$ cat src/rtl/timer_pkg.sv
// timer_pkg: shared definitions for the BCD timer/counter blocks.
//   BCD_W       - width of one BCD digit
//   MAX_DIGITS  - widest counter supported by the helpers below
//   bcd_digit_t - one packed BCD digit
//   to_bcd()    - integer -> packed BCD constant (elaboration-time use only)
//   bcd_valid() - checks a packed BCD word is decimal and below a modulus
package timer_pkg;

  localparam int BCD_W      = 4;
  localparam int MAX_DIGITS = 4;

  typedef logic [BCD_W-1:0] bcd_digit_t;

  // Converts a constant integer to packed BCD, digit 0 in the low nibble.
  // Only ever called with parameter-derived arguments.
  function automatic logic [BCD_W*MAX_DIGITS-1:0] to_bcd(input int value);
    logic [BCD_W*MAX_DIGITS-1:0] r;
    int v;
    r = '0;
    v = value;
    for (int i = 0; i < MAX_DIGITS; i++) begin
      r[i*BCD_W +: BCD_W] = BCD_W'(v % 10);
      v = v / 10;
    end
    return r;
  endfunction

  // True when every used digit is 0..9 and the value is below modulo.
  // Digits above 'digits' are expected to be zero-filled by the caller.
  function automatic logic bcd_valid(input logic [BCD_W*MAX_DIGITS-1:0] val,
                                     input int digits,
                                     input int modulo);
    logic ok;
    ok = 1'b1;
    for (int i = 0; i < MAX_DIGITS; i++) begin
      if (i < digits && val[i*BCD_W +: BCD_W] > 4'd9) ok = 1'b0;
    end
    // Once every digit is decimal, an unsigned compare of the packed
    // words orders them exactly like the decimal numbers they encode.
    if (val > to_bcd(modulo - 1)) ok = 1'b0;
    return ok;
  endfunction

endpackage

$ cat src/rtl/bcd_digit.sv
// bcd_digit: one BCD digit register with increment/decrement and ripple-in.
//   clk, reset - clock, asynchronous active-high reset (digit -> 0)
//   ld, ld_val - synchronous load of a digit value (wins over step)
//   step       - advance this digit on this edge (ripple from lower digits)
//   up         - 1 = increment (9 -> 0), 0 = decrement (0 -> 9)
//   q          - current digit
//   at9, at0   - digit is 9 / digit is 0, used to build the ripple chain
module bcd_digit
  import timer_pkg::*;
(
  input  logic       clk,
  input  logic       reset,
  input  logic       ld,
  input  bcd_digit_t ld_val,
  input  logic       step,
  input  logic       up,
  output bcd_digit_t q,
  output logic       at9,
  output logic       at0
);

  assign at9 = (q == 4'd9);
  assign at0 = (q == 4'd0);

  always_ff @(posedge clk or posedge reset) begin
    if (reset) begin
      q <= '0;
    end else if (ld) begin
      q <= ld_val;
    end else if (step) begin
      if (up) q <= at9 ? 4'd0 : q + 4'd1;
      else    q <= at0 ? 4'd9 : q - 4'd1;
    end
  end

endmodule

$ cat src/rtl/bcd_mod_counter.sv
// bcd_mod_counter: modulo-MODULO up/down counter held as packed BCD.
//   clk, reset - clock, asynchronous active-high reset
//   en, up     - count enable and direction (1 = up)
//   clr        - synchronous clear (highest priority)
//   load       - synchronous parallel load of load_val (BCD, digit 0 low)
//   bcd        - registered count
//   co         - registered one-cycle wrap pulse (carry up / borrow down)
//   tc         - combinational terminal count; drive the next stage's en
//   load_err   - registered one-cycle pulse when a load value is rejected
// Edge priority is clr > load > en.
module bcd_mod_counter
  import timer_pkg::*;
#(
  parameter int DIGITS = 2,
  parameter int MODULO = 60
) (
  input  logic                  clk,
  input  logic                  reset,
  input  logic                  en,
  input  logic                  up,
  input  logic                  clr,
  input  logic                  load,
  input  logic [BCD_W*DIGITS-1:0] load_val,
  output logic [BCD_W*DIGITS-1:0] bcd,
  output logic                  co,
  output logic                  tc,
  output logic                  load_err
);

  localparam int W      = BCD_W * DIGITS;
  localparam int FULL_W = BCD_W * MAX_DIGITS;
  localparam int POW10  = 10 ** DIGITS;

  localparam logic [FULL_W-1:0] MAX_FULL = to_bcd(MODULO - 1);
  localparam logic [W-1:0]      MAX_BCD  = MAX_FULL[W-1:0];

  if (DIGITS < 1 || DIGITS > MAX_DIGITS || MODULO < 2 || MODULO > POW10) begin : g_param_check
    $fatal(1, "bcd_mod_counter: illegal DIGITS/MODULO combination");
  end

  logic [FULL_W-1:0] load_ext;
  logic              load_ok;
  logic              at_term;
  logic              wrap;
  logic              count_step;
  logic              ld_all;
  logic [W-1:0]      ld_word;
  logic [DIGITS-1:0] at9;
  logic [DIGITS-1:0] at0;
  logic [DIGITS-1:0] ripple;

  always_comb begin
    load_ext        = '0;
    load_ext[W-1:0] = load_val;
  end

  assign load_ok = bcd_valid(load_ext, DIGITS, MODULO);

  // Terminal value depends on direction: MODULO-1 going up, 0 going down.
  assign at_term    = up ? (bcd == MAX_BCD) : (bcd == '0);
  assign wrap       = en & at_term;
  assign tc         = wrap & ~clr & ~load;
  assign count_step = en & ~at_term & ~clr & ~load;

  // Clear, load and wrap all reach the digits through their load port;
  // only an ordinary count uses the ripple path.
  assign ld_all = clr | load | wrap;

  always_comb begin
    ld_word = '0;
    if (clr)       ld_word = '0;
    else if (load) ld_word = load_ok ? load_val : '0;
    else if (up)   ld_word = '0;
    else           ld_word = MAX_BCD;
  end

  // Digit i steps only when every lower digit is at its rollover value.
  always_comb begin
    logic acc;
    acc = count_step;
    for (int i = 0; i < DIGITS; i++) begin
      ripple[i] = acc;
      acc       = acc & (up ? at9[i] : at0[i]);
    end
  end

  for (genvar i = 0; i < DIGITS; i++) begin : g_digit
    bcd_digit u_digit (
      .clk    (clk),
      .reset  (reset),
      .ld     (ld_all),
      .ld_val (ld_word[i*BCD_W +: BCD_W]),
      .step   (ripple[i]),
      .up     (up),
      .q      (bcd[i*BCD_W +: BCD_W]),
      .at9    (at9[i]),
      .at0    (at0[i])
    );
  end

  always_ff @(posedge clk or posedge reset) begin
    if (reset) begin
      co       <= 1'b0;
      load_err <= 1'b0;
    end else begin
      co       <= tc;
      load_err <= ~clr & load & ~load_ok;
    end
  end

endmodule

$ cat config.mk
export PLATFORM = sky130hd
export DESIGN_NAME = bcd_mod_counter
export DESIGN_NICKNAME = d
export VERILOG_FILES = /design/src/rtl/timer_pkg.sv /design/src/rtl/bcd_digit.sv /design/src/rtl/bcd_mod_counter.sv
export SDC_FILE = /design/constraint.sdc
export NUM_CORES = 1
export LEC_CHECK = 0
export BUFFER_PORTS_ARGS = -buffer_cell sky130_fd_sc_hd__buf_2
export CORE_MARGIN = 2
export CORE_UTILIZATION = 54
export DETAILED_ROUTE_END_ITERATION = 16
export PLACE_DENSITY = 0.9
export SYNTH_ARGS = -nofsm -noshare
export SYNTH_HDL_FRONTEND = slang
export SYNTH_SLANG_ARGS = --single-unit
$ cat constraint.sdc
create_clock -name clk -period 2.7 [get_ports clk]
set_input_delay 0 -clock clk [delete_from_list [all_inputs] [get_ports clk]]
set_output_delay 0 -clock clk [all_outputs]
set_load 0.02 [all_outputs]
======== Yosys cells after proc, flatten, opt, wreduce, memory -nomap -nowiden ========
Cells that the tools add are included.
storage, ports and cells
  register bits after elaboration ......... 10
  logic and storage cells ................. 53
  output and inout port bits .............. 11
  input port bits ......................... 14
operators by class
  multiplexer cells ....................... 19
  add/subtract/negate cells ............... 4
  order comparisons ....................... 3
  reduce and logical (&&, ||, !) cells .... 5
  eq/ne operators ......................... 3
  bitwise logic cells ..................... 15
operator list
  kind                                                 number
  two-way mux 4 bit                                    10
  two-way mux 8 bit                                    3
  AND 1 bit                                            9
  adder 4 x 1 -> 4 bit, second input constant          2
  equality test 4 bit, second input constant           2
  equality test 8 x 7 -> 1 bit, second input constant  1
  > comparator 4 bit, second input constant            2
  > comparator 8 x 7 -> 1 bit, second input constant   1
  logical NOT 4 bit                                    2
  logical NOT 8 bit                                    1
  subtractor 4 x 1 -> 4 bit, second input constant     2
  two-way mux 7 bit                                    1
  two-way mux 1 bit                                    5
  inverter 1 bit                                       4
  nonzero test 2 bit                                   2
  OR 1 bit                                             2

======== Logic depth before layout (Yosys ltp) ========
Gate-level depths: netlist (run 1).
  word-level depth ........................ 9
  mapped depth ............................ 7
  gate-level depth less buffers ........... 5

======== Modules after synthesis ========
A second synthesis (run 1) with hierarchy kept.
unflattened totals
  cell total of the unflattened synthesis .. 121
  area, all modules ....................... 910.9 um2
modules (own cells, without submodules)
  module           area each (um2)  sequential area each (um2)  cells each  times used
  bcd_digit        324.1            100.1                       43          2
  bcd_mod_counter  262.8            50.0                        35          1

======== Least setup slack after synthesis (run 1) ========
No wires, ideal clock.
  path kind ............................... register -> register
  from .................................... register g_digit[0].u_digit.q[3]
  to ...................................... register co
  buffers on the path ..................... 1
  required time ........................... 2.515 ns
  clock period less this slack ............ 2.137 ns
  path slack .............................. 0.563 ns
  cell stages (with the launch flop) ...... 6
  arrival time ............................ 1.952 ns
  setup time .............................. 0.185 ns
  cells stage by stage .................... dfrtp_1 buf_6 nor3_2 o211ai_4 or4_1 nor3_1
on the way
  cells in the longest elaborated chain, start to end .. 5
  elaborated cells on any way between the ends .. 6
  those cells by class .................... 1 x eq/ne; 1 x mux; 3 x bitwise; 1 x reduce/logical
ends and longest elaborated chain
  item                                                                      line                    source
  start, declared                                                           bcd_digit.sv:17         output bcd_digit_t q,
  start signal, assigned                                                    bcd_digit.sv:29         q <= ld_val;
  start signal, assigned                                                    bcd_digit.sv:31         if (up) q <= at9 ? 4'd0 : q + 4'd1;
  start signal, assigned                                                    bcd_digit.sv:32         else q <= at0 ? 4'd9 : q - 4'd1;
  equality test 8 x 7 -> 1 bit / logical NOT 8 bit (equally long branches)  bcd_mod_counter.sv:60   assign at_term = up ? (bcd == MAX_BCD) : (bcd == '0);
  two-way mux 1 bit *                                                       bcd_mod_counter.sv:60
  AND 1 bit *                                                               bcd_mod_counter.sv:61   assign wrap = en & at_term;
  AND 1 bit * (2 in a row)                                                  bcd_mod_counter.sv:62   assign tc = wrap & ~clr & ~load;
  via tc                                                                    bcd_mod_counter.sv:26   output logic tc,
  end signal, assigned                                                      bcd_mod_counter.sv:106  co <= tc;
  end, declared                                                             bcd_mod_counter.sv:25   output logic co,
The timed path passes the listed nets; every way through them passes the cells marked *.
A chain may end at the register's enable or synchronous reset.

======== Worst setup path after layout (run 1) ========
  from .................................... register g_digit[0].u_digit.q[0]
  to ...................................... output port tc
on the way
  cells in the longest elaborated chain, start to end .. 5
  elaborated cells on any way between the ends .. 6
  those cells by class .................... 1 x eq/ne; 1 x mux; 3 x bitwise; 1 x reduce/logical
ends and longest elaborated chain
  item                                                                      line
  equality test 8 x 7 -> 1 bit / logical NOT 8 bit (equally long branches)  bcd_mod_counter.sv:60
  two-way mux 1 bit *                                                       bcd_mod_counter.sv:60
  AND 1 bit *                                                               bcd_mod_counter.sv:61
  AND 1 bit * (2 in a row)                                                  bcd_mod_counter.sv:62
  end, declared                                                             bcd_mod_counter.sv:26
Mark *: on every way between the ends. The rest lies on a longest branch, timed or not.

==> results of run 1 <==
[how the worst max path moves through the flow]
stage	start	end
floorplan	g_digit[0].u_digit.q[3]$_DFFE_PP0P_	co$_DFF_PP0_
global placement	g_digit[0].u_digit.q[0]$_DFFE_PP0P_	tc
detailed placement	g_digit[0].u_digit.q[0]$_DFFE_PP0P_	g_digit[1].u_digit.q[2]$_DFFE_PP0P_
CTS	g_digit[0].u_digit.q[0]$_DFFE_PP0P_	tc
global route	g_digit[0].u_digit.q[0]$_DFFE_PP0P_	tc
finish	g_digit[0].u_digit.q[0]$_DFFE_PP0P_	tc
[metrics by stage]
step / instances / setup WS, ns / total power [W]
after floorplan: 106 / 0.563 / 0.000282
final: 141 / 0.441 / 0.000420
after detailed placement: 136 / 0.750 / 0.000317
after global placement: 136 / 0.844 / 0.000311
after global routing: 141 / 0.331 / 0.000443
after CTS: 141 / 0.451 / 0.000423
[flip-flops by register name, indices dropped and copies added (netlist names)]
name               flops
co                     1
g_digit.u_digit.q      8
load_err               1
[layout by cell type (no fill, tap or decap), types with 2 or more instances in the layout]
| cell type | n |
|---|---|
| nand3_1 | 4 |
| o21ai_0 | 6 |
| nor2b_1 | 3 |
| dlygate4sd3_1 | 2 |
| o221ai_1 | 2 |
| xor2_1 | 2 |
| dfrtp_1 | 10 |
| clkbuf_4 | 3 |
| nand2_1 | 6 |
| and3_1 | 2 |
| nor2_1 | 9 |
| xnor2_1 | 2 |
| nor3_1 | 5 |
| mux2i_1 | 2 |
| inv_1 | 6 |
| nand3b_1 | 2 |
| a21oi_1 | 7 |
| a2bb2oi_1 | 2 |
| buf_2 | 24 |
[what timing repair did]
action,4_1_cts,5_1_grt
hold buffers,2,0
setup endpoints to repair,0,0
buffers inserted,0,0
endpoints found under the hold margin,11,0
[critical path, cell delays in order (launching register included)]
cell and delay [ns]:
dfrtp_1 0.60, and3_1 0.27, o211ai_4 0.13, or4_1 0.54, nor3_1 0.23, buf_2 0.21
[area by class of cell]
type,instances,area [um2]
multi-input cells,80,544
fillers,134,507
repair buffers,26,140
flip-flops and latches,10,250
clock buffers,3,22.5
inverters,6,22.5
well taps,16,20.0
[power by group through the flow]
stage / clock, W / sequential, W / combinational, W
finish: 0.000103 / 0.000187 / 0.000130
global route: 0.000111 / 0.000190 / 0.000142
CTS: 0.000106 / 0.000186 / 0.000130
detailed placement: 0 / 0.000189 / 0.000127
global placement: 0 / 0.000188 / 0.000123
floorplan: 0 / 0.000184 / 0.0000979
[cell families (layout without fill, tap and decap cells)]
family	Yosys count	after routing	synth area share [%]
muxes	4	4	5.35
DFF	10	10	28.9
AOI/OAI and AO/OA	32	32	28.8
buffers and inverters	16	35	8.24
and+or+nand+nor	40	40	24.7
xor gates and xnor gates	4	4	4.05
[routing by layer]
layer  vias up  wire, um
met1       411       968
met4         0        11
met2        29      1020
met5         -         0
li1        430         -
met3         2       110
==> impl_metrics.tcl, run 1 <==
set metrics [dict create \
    core_area_um2 1510 \
    synth_cell_type_count 46 \
    peakVddDrop_mv 0.248 \
    r2r_setup_slack_ns 0.73 \
    r2r-start "g_digit[0].u_digit.q[0]$_DFFE_PP0P_" \
    place_congestion 0.870 \
    synth_area_leaders "dfrtp_1 (29%), a21oi_1 (4.0%), nor2_1 (3.9%), o21ai_0 (3.5%), o41ai_4 (3.2%)" \
    p_sw_share_pct 36.5 \
    place_hpwl_um 1520 \
    cp-end-kind "output pin" \
    combPwrFrac_pct 31.0 \
    cts_tree "built" \
    fmax_ghz 0.443 \
    totalWireLength_um 2110 \
    drc_errors 0 \
    clock_sinks 10 \
    synth-edff-count 0 \
    sequentialPowerShare_pct 44.5 \
    worst_pin_slew_ns 0.598 \
    grt_pass1_wl_um 3390 \
    synth_area_um2 866 \
    cp-start-kind "flip-flop" \
    syn_to_final_growth_pct 15.5 \
    grt_pass1_vias 781 \
    htree_levels 1 \
    drtIter0Drc 34 \
    timing.final.hold_violations 0 \
    place_area_um2 957 \
    antenna_cells 0 \
    die_x_um 44.0 \
    power_leakage_nw 0.447 \
    synthFlopType "dfrtp_1" \
    start_util_pct 57.5 \
    fin_area_um2 1000 \
    netlist_instances 106 \
    cp.required_ns 2.70 \
    post_cts_resized 0 \
    ctsLongestPathBuffers 2 \
    skew_ns 0.00515 \
    timing.rr.end "g_digit[1].u_digit.q[2]$_DFFE_PP0P_" \
    io_buffers 24 \
    grt.met2_usage_pct 38.5 \
    yosysTopAreaCellShare_pct 28.9 \
    netlist_top_cells_count "dfrtp_1 (10), nor2_1 (9), a21oi_1 (7)" \
    hold-worst-slack_ns 0.0203 \
    root_buffer "clkbuf_4" \
    grt_util_all_layers_pct 23.5 \
    syn_avg_cell_area_um2 8.17 \
    die_area_um2 1940 \
    setup-tns-final_ns 0 \
    power_density_nw_per_um2 421 \
    clock_latency_ns 0.27 \
    p_int_w 0.000267 \
    rsz0062_at_grt "false" \
    async_flop_share_pct 100 \
    dieHeight_um 44.0 \
    ys_warn_count 0 \
    top_usage_layer "met2" \
    clkPwrFrac_pct 24.5 \
    whs_endpoint "g_digit[0].u_digit.q[2]$_DFFE_PP0P_" \
    setup_viol 0 \
    p_switching_w 0.000153 \
    clkTransAtPathRegs_ns 0.07 \
    run_status "complete, no violations" \
    ys_seq_elements 10 \
    globalRouteMet1Util_pct 31.3 \
    met3_usage_pct 6.12 \
    grt_max_degree 24 \
    slew_headroom_pct 59.8 \
    maxSlewViolCount 0 \
    hp-start "load_val[2]" \
    antenna_found_initial 0 \
    rows 14 \
    num_vias 872 \
    io_pins 25 \
    r2r_cells 5 \
    period_share_pct 83.7 \
    synth.most_common_cell "dfrtp_1" \
    cp_max_fo 14 \
    wire_per_inst_um 15.0 \
    layout-drive-gt1-share_pct 26.4 \
    fin_util_pct 66.4 \
    worst-setup-path-type "reg2out" \
    hold_path_depth 3 \
    finish.net_count 141 \
    dr.pass1.iters 4 \
    drtAntennaViolNets 0 \
    ys_seq_area_share_pct 28.9 \
    hp-class "in2reg" \
    synth_nets 120 \
    grt-ovfl-total 0 \
    vias_per_cell 6.18 \
    period_needed_ns 2.26 \
    cts-buffers-inserted 3 \
    yosys.area.top_type "dfrtp_1" \
    maxCapViolations 0 \
    crit_arrival_ns 2.26 \
]
(Power assumes the default switching activity.)
==> run 2, diff against run 1 <==
- CORE_UTILIZATION: 54 -> 50
- PLACE_DENSITY: 0.9 -> 0.84
- clock period: 2.7 -> 2.23 ns (I/O delays scaled with it)
==> run 2 against run 1 <==
The flow now finishes with violations (negative hold slack). Count of clock-buffer cells in the layout did not move. Via count rose by 2.2%. Sequential power rose by 21%. Clock skew fell by 0.00099 ns. Utilization fell by 6.0 points.
==> impl_metrics.tcl, run 2 (synthesized netlist as in run 1, its figures left out) <==
set metrics [dict create \
    run_status "finished with violations" \
    violations "negative hold slack" \
    finish.net_count 141 \
    antenna_cells 0 \
    period_needed_ns 2.13 \
    instances_no_fill 142 \
    rows 15 \
    power_leakage_nw 0.445 \
    layout-drive-gt1-share_pct 28.8 \
    grt_util_all_layers_pct 23.2 \
    timing.final.hold_violations 1 \
    clock_latency_ns 0.28 \
    grt-ovfl-total 0 \
    antenna_found_initial 0 \
    setup_viol 0 \
    skew_ns 0.00416 \
    post_cts_buffers 0 \
    worstPathBufferInverterCount 1 \
    fillCellCount 152 \
    max_stage_delay_ns 0.55 \
    hold_path_depth 3 \
    crit_arrival_ns 2.13 \
    fin_util_pct 60.4 \
    syn_to_final_growth_pct 16.5 \
    clock_sinks 10 \
    dieHeight_um 45.6 \
    dp_cells 137 \
    dr.pass1.iters 5 \
    die_area_um2 2080 \
    grt_pass1_vias 778 \
    path_cells "nor3_2, o211ai_4, or4_1, nor3_2, buf_2" \
    layout_commonest_cell "buf_2" \
    setup-tns-final_ns 0 \
    whs_endpoint "g_digit[0].u_digit.q[3]$_DFFE_PP0P_" \
    htree_levels 1 \
    r2r_cells 5 \
    drtIter0Drc 30 \
    cp_slowest_cell "or4_1" \
    num_vias 891 \
    start_util_pct 51.8 \
    grt_pass1_wl_um 3440 \
    period_share_pct 95.5 \
    io_pins 25 \
    largest_register_ffs 8 \
    totalWireLength_um 2170 \
    fmax_ghz 0.470 \
    grt_max_degree 24 \
    root_buffer "clkbuf_4" \
    cts_tree "built" \
    hp-class "in2reg" \
    timing.rr.end "g_digit[1].u_digit.q[2]$_DFFE_PP0P_" \
    crit_family "simple AND/OR/NAND/NOR gates" \
    startpoint "g_digit[0].u_digit.q[0]$_DFFE_PP0P_" \
    peakVddDrop_mv 0.285 \
    maxCapViolations 0 \
    slew_headroom_pct 59.7 \
    cp_max_fo 14 \
    drc_errors 0 \
    core_area_um2 1670 \
    place_hpwl_um 1560 \
    r2r_setup_slack_ns 0.36 \
    place_congestion 0.871 \
    hp-start "load_val[3]" \
    worst_pin_slew_ns 0.599 \
    drtAntennaViolNets 0 \
    power_density_nw_per_um2 513 \
    cp-start-kind "flip-flop" \
    clkTransAtPathRegs_ns 0.07 \
    regMostFlops "g_digit.u_digit.q" \
    worst_path_most_repeated_cell "nor3_2" \
    worst-setup-path-type "reg2out" \
    cp.required_ns 2.23 \
    cts-buffers-inserted 3 \
    ctsLongestPathBuffers 2 \
    top_regs "g_digit.u_digit.q x8, co x1, load_err x1" \
    vias_per_cell 6.27 \
    cp-end-kind "output pin" \
    rsz0062_at_grt "false" \
    die_x_um 45.6 \
    r2r-start "g_digit[0].u_digit.q[0]$_DFFE_PP0P_" \
    hold-worst-slack_ns -0.00313 \
    final_cell_mix "buf_2 (24), nor2_1 (9), dfrtp_1 (8), a21oi_1 (7)" \
    wire_per_inst_um 15.3 \
    io_buffers 24 \
    maxSlewViolCount 0 \
]
-- run 2: cell types whose count changed in the layout (fill, tap and decap cells not counted) --
cell     before  now
dfrtp_1      10    8
dfrtp_2       0    2
nor3_1        5    4
nor3_2        1    2
-- run 2: how the worst max path moves through the flow --
stage          cells past startpoint  slack (ns)                                  end
2_1_floorplan                      5        0.09                         co$_DFF_PP0_
3_3_place_gp                       5        0.37  g_digit[1].u_digit.q[2]$_DFFE_PP0P_
3_5_place_dp                       5        0.27                                   tc
4_1_cts                            5        0.07                                   tc
5_1_grt                            5        0.04                                   tc
6_report                           5        0.10                                   tc
-- run 2: area by class of cell --
class / count / area [um2] / area share [%]
Clock buffer: 3 / 22.5 / 2.23
Inverter: 6 / 22.5 / 2.23
Multi-Input combinational cell: 80 / 549 / 54.5
Sequential cell: 10 / 253 / 25.1
Tap cell: 17 / 21.3 / 2.11
Timing Repair Buffer: 26 / 140 / 13.9
-- run 2: repair_timing --
item | 4_1_cts | 5_1_grt
hold buffers | 2 | 0
gates resized for setup | 1 | 2
endpoints found under the setup margin | 1 | 1
gates cloned | 0 | 0
hold endpoints to repair | 11 | 0
-- run 2: tightest hold or removal path: cells and delay by family --
family	cells	cell delay, ns
AOI/OAI and AO/OA	1	0.07
buffers and inverters	1	0.10
and+or+nand+nor	1	0.06
-- run 2: metrics by stage --
| stage | hold slack [ns] | instance area (um2) | power (W) | setup WS (ns) |
|---|---|---|---|---|
| floorplan | -0.160 | 866 | 0.000341 | 0.0929 |
| global placement | -0.00583 | 958 | 0.000377 | 0.367 |
| detailed placement | 0.00772 | 958 | 0.000383 | 0.270 |
| CTS | 0.00950 | 1000 | 0.000511 | 0.0664 |
| global route | 0.0217 | 1010 | 0.000540 | 0.0384 |
| finish | -0.00313 | 1010 | 0.000517 | 0.100 |
-- run 2: power by group --
| group | leakage (nW) | total, W | internal (W) | switching, W |
|---|---|---|---|---|
| combinational | 0.301 | 0.000159 | 0.0000677 | 0.0000910 |
| clock | 0.0138 | 0.000132 | 0.0000627 | 0.0000692 |
| sequential | 0.131 | 0.000226 | 0.000194 | 0.0000321 |
-- run 2: layer usage --
metal	vias up	wire, um	global-route usage [%]
li1	435	-	-
met1	419	901	29.4
met2	32	1110	39.2
met3	5	115	3.57
met4	0	34	8.82
met5	-	0	0
